**src/rtl/bus_slave_bridge_pkg.sv**
```systemverilog
// bus_slave_bridge_pkg
// Shared definitions for the bus slave bridge: default parameter values,
// FSM state encoding and the wait-counter width helper.
package bus_slave_bridge_pkg;

  localparam int DEF_DATA_W  = 32;
  localparam int DEF_ADDR_W  = 32;
  localparam int DEF_TIMEOUT = 16;

  typedef enum logic [1:0] {
    ST_IDLE = 2'd0,
    ST_BUS  = 2'd1,
    ST_RESP = 2'd2
  } state_t;

  // Counter must hold values up to TIMEOUT; a zero limit still needs one bit.
  function automatic int cnt_width(input int limit);
    return (limit < 1) ? 1 : $clog2(limit + 1);
  endfunction

endpackage

```
**src/rtl/bus_slave_bridge_if.sv**
```systemverilog
// bus_slave_bridge_if
// Groups the master request/response and the downstream bus request/response.
//   master side : m_select_i, m_we_i, m_addr_i, m_data_i, m_sel_i (request)
//                 m_data_o, m_ack_o, m_err_o                      (response)
//   bus side    : bus_select_o, bus_we_o, bus_addr_o, bus_data_o, bus_sel_o
//                 bus_data_i, bus_ack_i
// Handshake: a master raises m_select_i with a stable request and keeps it
// until it sees m_ack_o (one-cycle pulse, m_err_o qualifies it); it then drops
// select unless it wants a back-to-back transfer. On the bus, bus_select_o
// stays high with stable request fields until a cycle where bus_ack_i=1 (that
// cycle completes the transfer) or the wait limit expires.
// Modport "slave" is the bridge view; "master" is the environment view.
interface bus_slave_bridge_if #(
  parameter int DATA_W = 32,
  parameter int ADDR_W = 32
);
  localparam int SEL_W = DATA_W / 8;

  logic              m_select_i;
  logic              m_we_i;
  logic [ADDR_W-1:0] m_addr_i;
  logic [DATA_W-1:0] m_data_i;
  logic [SEL_W-1:0]  m_sel_i;
  logic [DATA_W-1:0] m_data_o;
  logic              m_ack_o;
  logic              m_err_o;

  logic              bus_select_o;
  logic              bus_we_o;
  logic [ADDR_W-1:0] bus_addr_o;
  logic [DATA_W-1:0] bus_data_o;
  logic [SEL_W-1:0]  bus_sel_o;
  logic [DATA_W-1:0] bus_data_i;
  logic              bus_ack_i;

  modport slave (
    input  m_select_i, m_we_i, m_addr_i, m_data_i, m_sel_i,
    output m_data_o, m_ack_o, m_err_o,
    output bus_select_o, bus_we_o, bus_addr_o, bus_data_o, bus_sel_o,
    input  bus_data_i, bus_ack_i
  );

  modport master (
    output m_select_i, m_we_i, m_addr_i, m_data_i, m_sel_i,
    input  m_data_o, m_ack_o, m_err_o,
    input  bus_select_o, bus_we_o, bus_addr_o, bus_data_o, bus_sel_o,
    output bus_data_i, bus_ack_i
  );

endinterface

```
**src/rtl/bus_slave_bridge_timeout_cnt.sv**
```systemverilog
// bus_timeout_cnt
// Wait-cycle counter for the bridge BUS state.
//   clk_i, rst_i : clock, asynchronous active-high reset
//   clear        : force count to zero (has priority over enable)
//   enable       : count one more waited cycle
//   limit        : wait limit; zero disables expiry
//   expired      : count has reached limit-1 (final allowed wait cycle)
module bus_timeout_cnt #(
  parameter int CNT_W = 5
) (
  input  logic             clk_i,
  input  logic             rst_i,
  input  logic             clear,
  input  logic             enable,
  input  logic [CNT_W-1:0] limit,
  output logic             expired
);

  logic [CNT_W-1:0] count_q;

  always_ff @(posedge clk_i or posedge rst_i) begin
    if (rst_i) begin
      count_q <= '0;
    end else if (clear) begin
      count_q <= '0;
    end else if (enable) begin
      count_q <= count_q + 1'b1;
    end
  end

  // Combinational so the owner can act in the same cycle the count hits the limit.
  assign expired = (limit != '0) && (count_q == (limit - 1'b1));

endmodule

```
**src/rtl/bus_slave_bridge.sv**
```systemverilog
// bus_slave_bridge
// Registers a master request onto a downstream bus, waits for the bus ack
// (or a wait-cycle timeout) and returns a one-cycle response to the master.
// Ports:
//   clk_i     : clock, rising edge
//   rst_i     : asynchronous active-high reset
//   bif       : bus_slave_bridge_if.slave, master request/response and bus signals
//   timeout_o : sticky flag, set by any timeout, cleared only by reset
//   state_o   : current FSM state (debug)
// Latency from accepted select to m_ack_o is k+2 cycles, k = BUS cycles before ack.
module bus_slave_bridge
  import bus_slave_bridge_pkg::*;
#(
  parameter int DATA_W  = DEF_DATA_W,   // multiple of 8
  parameter int ADDR_W  = DEF_ADDR_W,
  parameter int TIMEOUT = DEF_TIMEOUT   // 0 = wait forever
) (
  input  logic                clk_i,
  input  logic                rst_i,
  bus_slave_bridge_if.slave   bif,
  output logic                timeout_o,
  output state_t              state_o
);

  localparam int SEL_W = DATA_W / 8;
  localparam int CNT_W = cnt_width(TIMEOUT);

  state_t state_q, state_d;

  logic              bus_select_q, bus_select_d;
  logic              bus_we_q,     bus_we_d;
  logic [ADDR_W-1:0] bus_addr_q,   bus_addr_d;
  logic [DATA_W-1:0] bus_data_q,   bus_data_d;
  logic [SEL_W-1:0]  bus_sel_q,    bus_sel_d;
  logic [DATA_W-1:0] m_data_q,     m_data_d;
  logic              m_ack_q,      m_ack_d;
  logic              m_err_q,      m_err_d;
  logic              timeout_q,    timeout_d;

  logic in_bus;
  logic expired;

  assign in_bus = (state_q == ST_BUS);

  bus_timeout_cnt #(.CNT_W(CNT_W)) u_cnt (
    .clk_i   (clk_i),
    .rst_i   (rst_i),
    .clear   (!in_bus),
    .enable  (in_bus && !bif.bus_ack_i),
    .limit   (CNT_W'(TIMEOUT)),
    .expired (expired)
  );

  // State register
  always_ff @(posedge clk_i or posedge rst_i) begin
    if (rst_i) begin
      state_q <= ST_IDLE;
    end else begin
      state_q <= state_d;
    end
  end

  // Next-state logic; select is only looked at in IDLE, ack only in BUS.
  always_comb begin
    state_d = state_q;
    case (state_q)
      ST_IDLE: if (bif.m_select_i) state_d = ST_BUS;
      ST_BUS:  if (bif.bus_ack_i || expired) state_d = ST_RESP;
      ST_RESP: state_d = ST_IDLE;
      default: state_d = ST_IDLE;
    endcase
  end

  // Output logic: next values for the registered outputs. Bus request fields
  // double as the request latch, so they hold until the next accept.
  always_comb begin
    bus_select_d = bus_select_q;
    bus_we_d     = bus_we_q;
    bus_addr_d   = bus_addr_q;
    bus_data_d   = bus_data_q;
    bus_sel_d    = bus_sel_q;
    m_data_d     = m_data_q;
    m_ack_d      = 1'b0;
    m_err_d      = 1'b0;
    timeout_d    = timeout_q;
    case (state_q)
      ST_IDLE: begin
        if (bif.m_select_i) begin
          bus_select_d = 1'b1;
          bus_we_d     = bif.m_we_i;
          bus_addr_d   = bif.m_addr_i;
          bus_data_d   = bif.m_data_i;
          bus_sel_d    = bif.m_sel_i;
        end
      end
      ST_BUS: begin
        // Ack is tested first so it wins over a same-cycle expiry.
        if (bif.bus_ack_i) begin
          bus_select_d = 1'b0;
          m_data_d     = bus_we_q ? '0 : bif.bus_data_i;
          m_ack_d      = 1'b1;
        end else if (expired) begin
          bus_select_d = 1'b0;
          m_data_d     = '0;
          m_ack_d      = 1'b1;
          m_err_d      = 1'b1;
          timeout_d    = 1'b1;
        end
      end
      default: ;
    endcase
  end

  // Output registers
  always_ff @(posedge clk_i or posedge rst_i) begin
    if (rst_i) begin
      bus_select_q <= 1'b0;
      bus_we_q     <= 1'b0;
      bus_addr_q   <= '0;
      bus_data_q   <= '0;
      bus_sel_q    <= '0;
      m_data_q     <= '0;
      m_ack_q      <= 1'b0;
      m_err_q      <= 1'b0;
      timeout_q    <= 1'b0;
    end else begin
      bus_select_q <= bus_select_d;
      bus_we_q     <= bus_we_d;
      bus_addr_q   <= bus_addr_d;
      bus_data_q   <= bus_data_d;
      bus_sel_q    <= bus_sel_d;
      m_data_q     <= m_data_d;
      m_ack_q      <= m_ack_d;
      m_err_q      <= m_err_d;
      timeout_q    <= timeout_d;
    end
  end

  assign bif.bus_select_o = bus_select_q;
  assign bif.bus_we_o     = bus_we_q;
  assign bif.bus_addr_o   = bus_addr_q;
  assign bif.bus_data_o   = bus_data_q;
  assign bif.bus_sel_o    = bus_sel_q;
  assign bif.m_data_o     = m_data_q;
  assign bif.m_ack_o      = m_ack_q;
  assign bif.m_err_o      = m_err_q;
  assign timeout_o        = timeout_q;
  assign state_o          = state_q;

endmodule

```
**src/flat_wrapper.sv**
```systemverilog
// flat-port wrapper written by rule: the top's interface ports become plain ports
module bus_slave_bridge_flat import bus_slave_bridge_pkg::*;
#(
  parameter int DATA_W  = DEF_DATA_W,                   
  parameter int ADDR_W  = DEF_ADDR_W,
  parameter int TIMEOUT = DEF_TIMEOUT                      
)
  (clk_i, rst_i, timeout_o, state_o, bif_m_select_i, bif_m_we_i, bif_m_addr_i, bif_m_data_i, bif_m_sel_i, bif_m_data_o, bif_m_ack_o, bif_m_err_o, bif_bus_select_o, bif_bus_we_o, bif_bus_addr_o, bif_bus_data_o, bif_bus_sel_o, bif_bus_data_i, bif_bus_ack_i);
  bus_slave_bridge_if #(.DATA_W(DATA_W), .ADDR_W(ADDR_W)) bif_i ();
  input  logic clk_i;
  input  logic rst_i;
  output logic timeout_o;
  output state_t state_o;
  input wire logic [$bits(bif_i.m_select_i)-1:0] bif_m_select_i;
  input wire logic [$bits(bif_i.m_we_i)-1:0] bif_m_we_i;
  input wire logic [$bits(bif_i.m_addr_i)-1:0] bif_m_addr_i;
  input wire logic [$bits(bif_i.m_data_i)-1:0] bif_m_data_i;
  input wire logic [$bits(bif_i.m_sel_i)-1:0] bif_m_sel_i;
  output wire logic [$bits(bif_i.m_data_o)-1:0] bif_m_data_o;
  output wire logic [$bits(bif_i.m_ack_o)-1:0] bif_m_ack_o;
  output wire logic [$bits(bif_i.m_err_o)-1:0] bif_m_err_o;
  output wire logic [$bits(bif_i.bus_select_o)-1:0] bif_bus_select_o;
  output wire logic [$bits(bif_i.bus_we_o)-1:0] bif_bus_we_o;
  output wire logic [$bits(bif_i.bus_addr_o)-1:0] bif_bus_addr_o;
  output wire logic [$bits(bif_i.bus_data_o)-1:0] bif_bus_data_o;
  output wire logic [$bits(bif_i.bus_sel_o)-1:0] bif_bus_sel_o;
  input wire logic [$bits(bif_i.bus_data_i)-1:0] bif_bus_data_i;
  input wire logic [$bits(bif_i.bus_ack_i)-1:0] bif_bus_ack_i;
  assign bif_i.m_select_i = bif_m_select_i;
  assign bif_i.m_we_i = bif_m_we_i;
  assign bif_i.m_addr_i = bif_m_addr_i;
  assign bif_i.m_data_i = bif_m_data_i;
  assign bif_i.m_sel_i = bif_m_sel_i;
  assign bif_m_data_o = bif_i.m_data_o;
  assign bif_m_ack_o = bif_i.m_ack_o;
  assign bif_m_err_o = bif_i.m_err_o;
  assign bif_bus_select_o = bif_i.bus_select_o;
  assign bif_bus_we_o = bif_i.bus_we_o;
  assign bif_bus_addr_o = bif_i.bus_addr_o;
  assign bif_bus_data_o = bif_i.bus_data_o;
  assign bif_bus_sel_o = bif_i.bus_sel_o;
  assign bif_i.bus_data_i = bif_bus_data_i;
  assign bif_i.bus_ack_i = bif_bus_ack_i;
  bus_slave_bridge #(.DATA_W(DATA_W), .ADDR_W(ADDR_W), .TIMEOUT(TIMEOUT)) u_core (.clk_i(clk_i), .rst_i(rst_i), .bif(bif_i), .timeout_o(timeout_o), .state_o(state_o));
endmodule
```
**config.mk**
```make
export PLATFORM = sky130hd
export DESIGN_NAME = bus_slave_bridge_flat
export DESIGN_NICKNAME = d
export VERILOG_FILES = /design/src/rtl/bus_slave_bridge_pkg.sv /design/src/rtl/bus_slave_bridge_if.sv /design/src/rtl/bus_slave_bridge_timeout_cnt.sv /design/src/rtl/bus_slave_bridge.sv /design/src/flat_wrapper.sv
export SDC_FILE = /design/constraint.sdc
export NUM_CORES = 1
export LEC_CHECK = 0
export CAP_MARGIN = 20
export CORE_ASPECT_RATIO = 1.75
export CORE_MARGIN = 10
export CORE_UTILIZATION = 40
export CTS_CLUSTER_SIZE = 12
export DETAILED_ROUTE_END_ITERATION = 12
export GPL_TIMING_DRIVEN = 0
export HOLD_SLACK_MARGIN = 0.15
export MAX_ROUTING_LAYER = met4
export PLACE_DENSITY = 0.8
export SYNTH_ARGS = -nofsm -noshare
export SYNTH_HDL_FRONTEND = slang
export SYNTH_SLANG_ARGS = --single-unit
```
**constraint.sdc**
```tcl
create_clock -name clk_i -period 4.24 [get_ports clk_i]
set_clock_uncertainty 0.2 [all_clocks]
set_input_delay 0.848 -clock clk_i [delete_from_list [all_inputs] [get_ports clk_i]]
set_output_delay 0.848 -clock clk_i [all_outputs]
set_load 0.02 [all_outputs]
```
Word-level counts from Yosys, hierarchy flattened
Index checks and enable logic that the tools add are counted. W data, S select, Z words.

Flip-flop bits (word level): 112. Input bits: 105. Output and inout bits: 107. Word-level logic and storage cells: 47.

Add/sub/neg operators: 1. Equality and inequality tests: 6. Mux-type cells: 17. Bitwise gates (word level): 1. Reduce and logical (&&, ||, !) cells: 11.

Operator list (number): $mux W32 (3); $mux W5 (2); $mux W1 (8); $ne A2 B2 Y1 const B (3); $reduce_and A2 Y1 (3); $reduce_and A3 Y1 (2); $add A5 B1 Y5 const B (1); $eq A5 B4 Y1 const B (1); $mux W2 (2); $pmux W2 S2 (1); $reduce_bool A2 Y1 (2); $ne A3 B3 Y1 const B (1); $eq A2 B1 Y1 const B (1); $logic_not A2 Y1 (1); $pmux W1 S2 (1); $logic_and A1 B1 Y1 (1); $logic_not A1 Y1 (1); $logic_or A1 B1 Y1 (1); $not A1 Y1 (1).

Depth between registers and ports, before layout
Depth in word-level cells: 4. Gate-level depth with buffers: 8. Mapped depth without buffers: 6.

Modules after synthesis
A second synthesis with hierarchy kept.

Cell total of the unflattened synthesis: 352. Area, all modules: 4610.7 um^2.

Modules (own cells, without submodules): bus_slave_bridge (times used 1, cells an instance 315, area an instance 4264.1 um^2, seq. area each 2677.6 um^2); bus_timeout_cnt (times used 1, cells an instance 37, area an instance 346.6 um^2, seq. area each 125.1 um^2).

Worst setup path before layout
OpenSTA, ideal clock, no wires.

Path kind: input -> register. Start: in bif_bus_ack_i. End: reg u_core.m_data_q[0] (netlist: u_core.bif.m_data_o[0]). Setup time: 0.121 ns. Data arrival time: 1.742 ns. Required time: 3.919 ns. Setup slack: 2.177 ns. Stages: 6. Buffers on the path: 3. Path through: buf_2 -> nor2_1 -> or2_1 -> buf_6 -> buf_6 -> a22o_1.

Cells in the longest elaborated chain, start to end: 2. Elaborated cells on any way between the ends: 3. Classes of those cells: mux (1); reduce/logical (2).

RTL lines: start: declaration (RTL line flat_wrapper.sv:28) `input wire logic [$bits(bif_i.bus_ack_i)-1:0] bif_bus_ack_i;`; $reduce_bool A2 Y1 (no line); $reduce_and A2 Y1 (no line); end signal: assignment (RTL line bus_slave_bridge.sv:132) `m_data_q <= m_data_d;`; end: declaration (RTL line bus_slave_bridge.sv:35) `logic [DATA_W-1:0] m_data_q, m_data_d;`.

Several ways; a longest one is shown, not always the timed one. A chain may end at the register's enable or synchronous reset.

Final worst setup path
Start: reg u_core.state_q[0] (netlist: u_core.state_o[0]). End: out state_o[0].

RTL lines: start: declaration (RTL line bus_slave_bridge.sv:28) `state_t state_q, state_d;`; start signal: assignment (RTL line bus_slave_bridge.sv:59) `state_q <= state_d;`; end: declaration (RTL line flat_wrapper.sv:13) `output state_t state_o;`.

No word-level cell between the ends.

==> qor.yml <==
hold_violations: 0
cts-htree-levels: 3
die-area_mm2: 0.0151
cts_root_buf: "clkbuf_16"
grt_first_pass_wirelength_mm: 19.8
final_common_cell: "clkdlybuf4s50_1"
post_cts_buffers: 0
total_power_mw: 4.85
first_global_vias: 3513
final_cell_mix: "210 x clkdlybuf4s50_1, 112 x dfrtp_1, 69 x mux2_2, 32 x a22o_1, 12 x buf_2"
cap_violations: 0
syn_to_final_growth_pct: 61.9
ant_nets: 0
overflow: 0
slew_violations: 0
worstReg2RegEnd: "u_core.bif.m_data_o[4]"
drc_errors: 0
via_per_inst: 4.91
synth_cell_types: 22
critPathTopFamily: "buffers and inverters"
cts_resized: 0
die_w_um: 97.3
vias: 3010
gr-usage-met2: 0.309
cpPeakStageDelay_ps: 640
clk_latency_ps: 330
cp-end-kind: "output pin"
avgSynthCellArea_um2: 16.1
start_util: 0.408
worstSetupPathType: "reg2out"
hold_class: "reg2reg"
yosys-top-cells-area: "dfrtp_1 67%, mux2_2 19%, a22o_1 6.7%, buf_2 1.4%, buf_6 1.3%"
slowest_stage: "clkdlybuf4s50_1"
numCtsBuffers: 9
period_share: 0.578
cellPowerDensity_mw_per_mm2: 717
yosys_register_bits: 112
use_met3: 0.0404
clockBufferDepth: 2
antenna_found_initial: 0
min-delay-start: "u_core.bif.bus_select_o"
ys.warnings.count: 0
grt_max_degree: 61
critPathRequiredTime_ps: 3190
ys_seq_area_frac: 0.671
cp-startpoint: "u_core.state_o[0]"
drt_wl_total_mm: 12.7
wl_per_cell_um: 20.8
fmax_mhz: 408
postCtsHoldBufs: 0
rsz0062_at_grt: "no"
worst_setup_path_start_kind: "register"
drive_gt1_frac: 0.218
critPathBufInv: 1
gr-usage-met1: 0.166
synth_top_area_frac: 0.671
boundaryPins: 212
hold_slack_ps: 284
synth_top_area_cell: "dfrtp_1"
drt_first_pass_iters: 4
antennaDiodeCount: 0
r2r_cells: 8
core_region_area_mm2: 0.0102
period_needed_ps: 2450
numPortBuffers: 210
tightestPinTransition_ps: 657
cts_tree: "yes"
whs_path_depth: 1
hold-path-endpoint: "u_core.bif.bus_select_o"
drtIter0Drc: 66
die_h_um: 155
cts_sinks: 112
status: "completed"
syn_area_mm2: 0.00418
synthCells: 260
final_nets: 589
r2r_start: "u_core.u_cnt.count_q[0]"
cp_cell_sequence: "clkdlybuf4s50_1"
rows: 49
arrival_ps: 1400
setup_violations: 0
place_hpwl_mm: 10.3
peakVddDrop_v: 0.000409
r2r_slack_ps: 2230
syn_nets: 367
leakage_nw: 2.89
maxSlewHeadroom: 0.562
clk_pin_slew_ps: 70
grt_usage: 0.171
gp_congestion: 0.816
grt.busiest_layer: "met2"
worstPathMaxFanout: 3
-- power by group --
group / switching (mW) / internal [mW] / total [mW]
registers: 0.237 / 1.51 / 1.74
logic: 1.06 / 1.20 / 2.26
clock network: 0.374 / 0.474 / 0.848
-- worst max path at each step --
stage / slack (ps) / end / cells after the start
after global placement: -1260 / u_core.bif.bus_data_o[20] / 2
after floorplan: 230 / u_core.bif.bus_addr_o[0] / 1
after CTS: 1770 / state_o[0] / 1
final: 1790 / state_o[0] / 1
after detailed placement: 1420 / u_core.bif.bus_addr_o[5] / 5
after global routing: 1690 / u_core.bif.bus_addr_o[6] / 5
-- per-stage QoR --
step                      setup TNS [ps]   util  setup slack (ps)  area [µm²]  cells
after global placement           -140010  0.629             -1260        6440    597
after global routing                   0  0.661              1690        6770    613
after CTS                              0  0.661              1770        6770    613
final                                  0  0.661              1790        6770    613
after floorplan                        0      -               233        4180    260
after detailed placement               0  0.632              1420        6470    598
-- routing by layer --
metal,wire length (µm),part of all wire,vias up
met5,0,0,-
li1,-,-,1362
met3,664,0.052,31
met2,7040,0.55,122
met4,512,0.040,0
met1,4520,0.35,1495
-- kinds of logic after synthesis --
kind of cell,synth area share
compound gates,0.0701
xor+xnor,0.00629
fa+ha+maj,0.00599
buf+inv,0.0314
flops,0.671
mux,0.188
simple gates,0.0270
-- cell usage after synthesis --
| cell | n |
|---|---|
| nand4b_1 | 1 |
| and3_1 | 1 |
| inv_1 | 4 |
| ha_1 | 2 |
| or2_2 | 2 |
| a22o_1 | 32 |
| a21o_1 | 1 |
| nor2b_1 | 1 |
| nor3b_1 | 2 |
| buf_6 | 5 |
| buf_2 | 12 |
| nor3b_2 | 1 |
| nand2b_4 | 1 |
| mux2_2 | 69 |
| a21oi_1 | 1 |
| nor3_1 | 1 |
| nor2_1 | 7 |
| xor2_1 | 2 |
| or2_1 | 1 |
| dfrtp_1 | 112 |
| mux2i_1 | 1 |
| xnor2_1 | 1 |
-- sequential cells by signal (all words and copies together), names as in the netlist --
register,flops
u_core.bif.bus_addr_o,32
u_core.bif.bus_data_o,32
u_core.bif.bus_sel_o,4
u_core.bif.bus_select_o,1
u_core.bif.bus_we_o,1
u_core.bif.m_ack_o,1
u_core.bif.m_data_o,32
u_core.bif.m_err_o,1
u_core.state_o,2
u_core.timeout_o,1
u_core.u_cnt.count_q,5
-- area by class of cell --
| class | count | area [µm²] |
|---|---|---|
| clock buffers | 11 | 243 |
| flip-flops and latches | 112 | 2800 |
| fillers | 747 | 3470 |
| plain buffers | 17 | 116 |
| well taps | 127 | 159 |
| clock inverters | 4 | 53.8 |
| repair buffers | 211 | 2130 |
| inverters | 4 | 17.5 |
| multi-input cells | 127 | 1240 |
(Power assumes the default switching activity.)
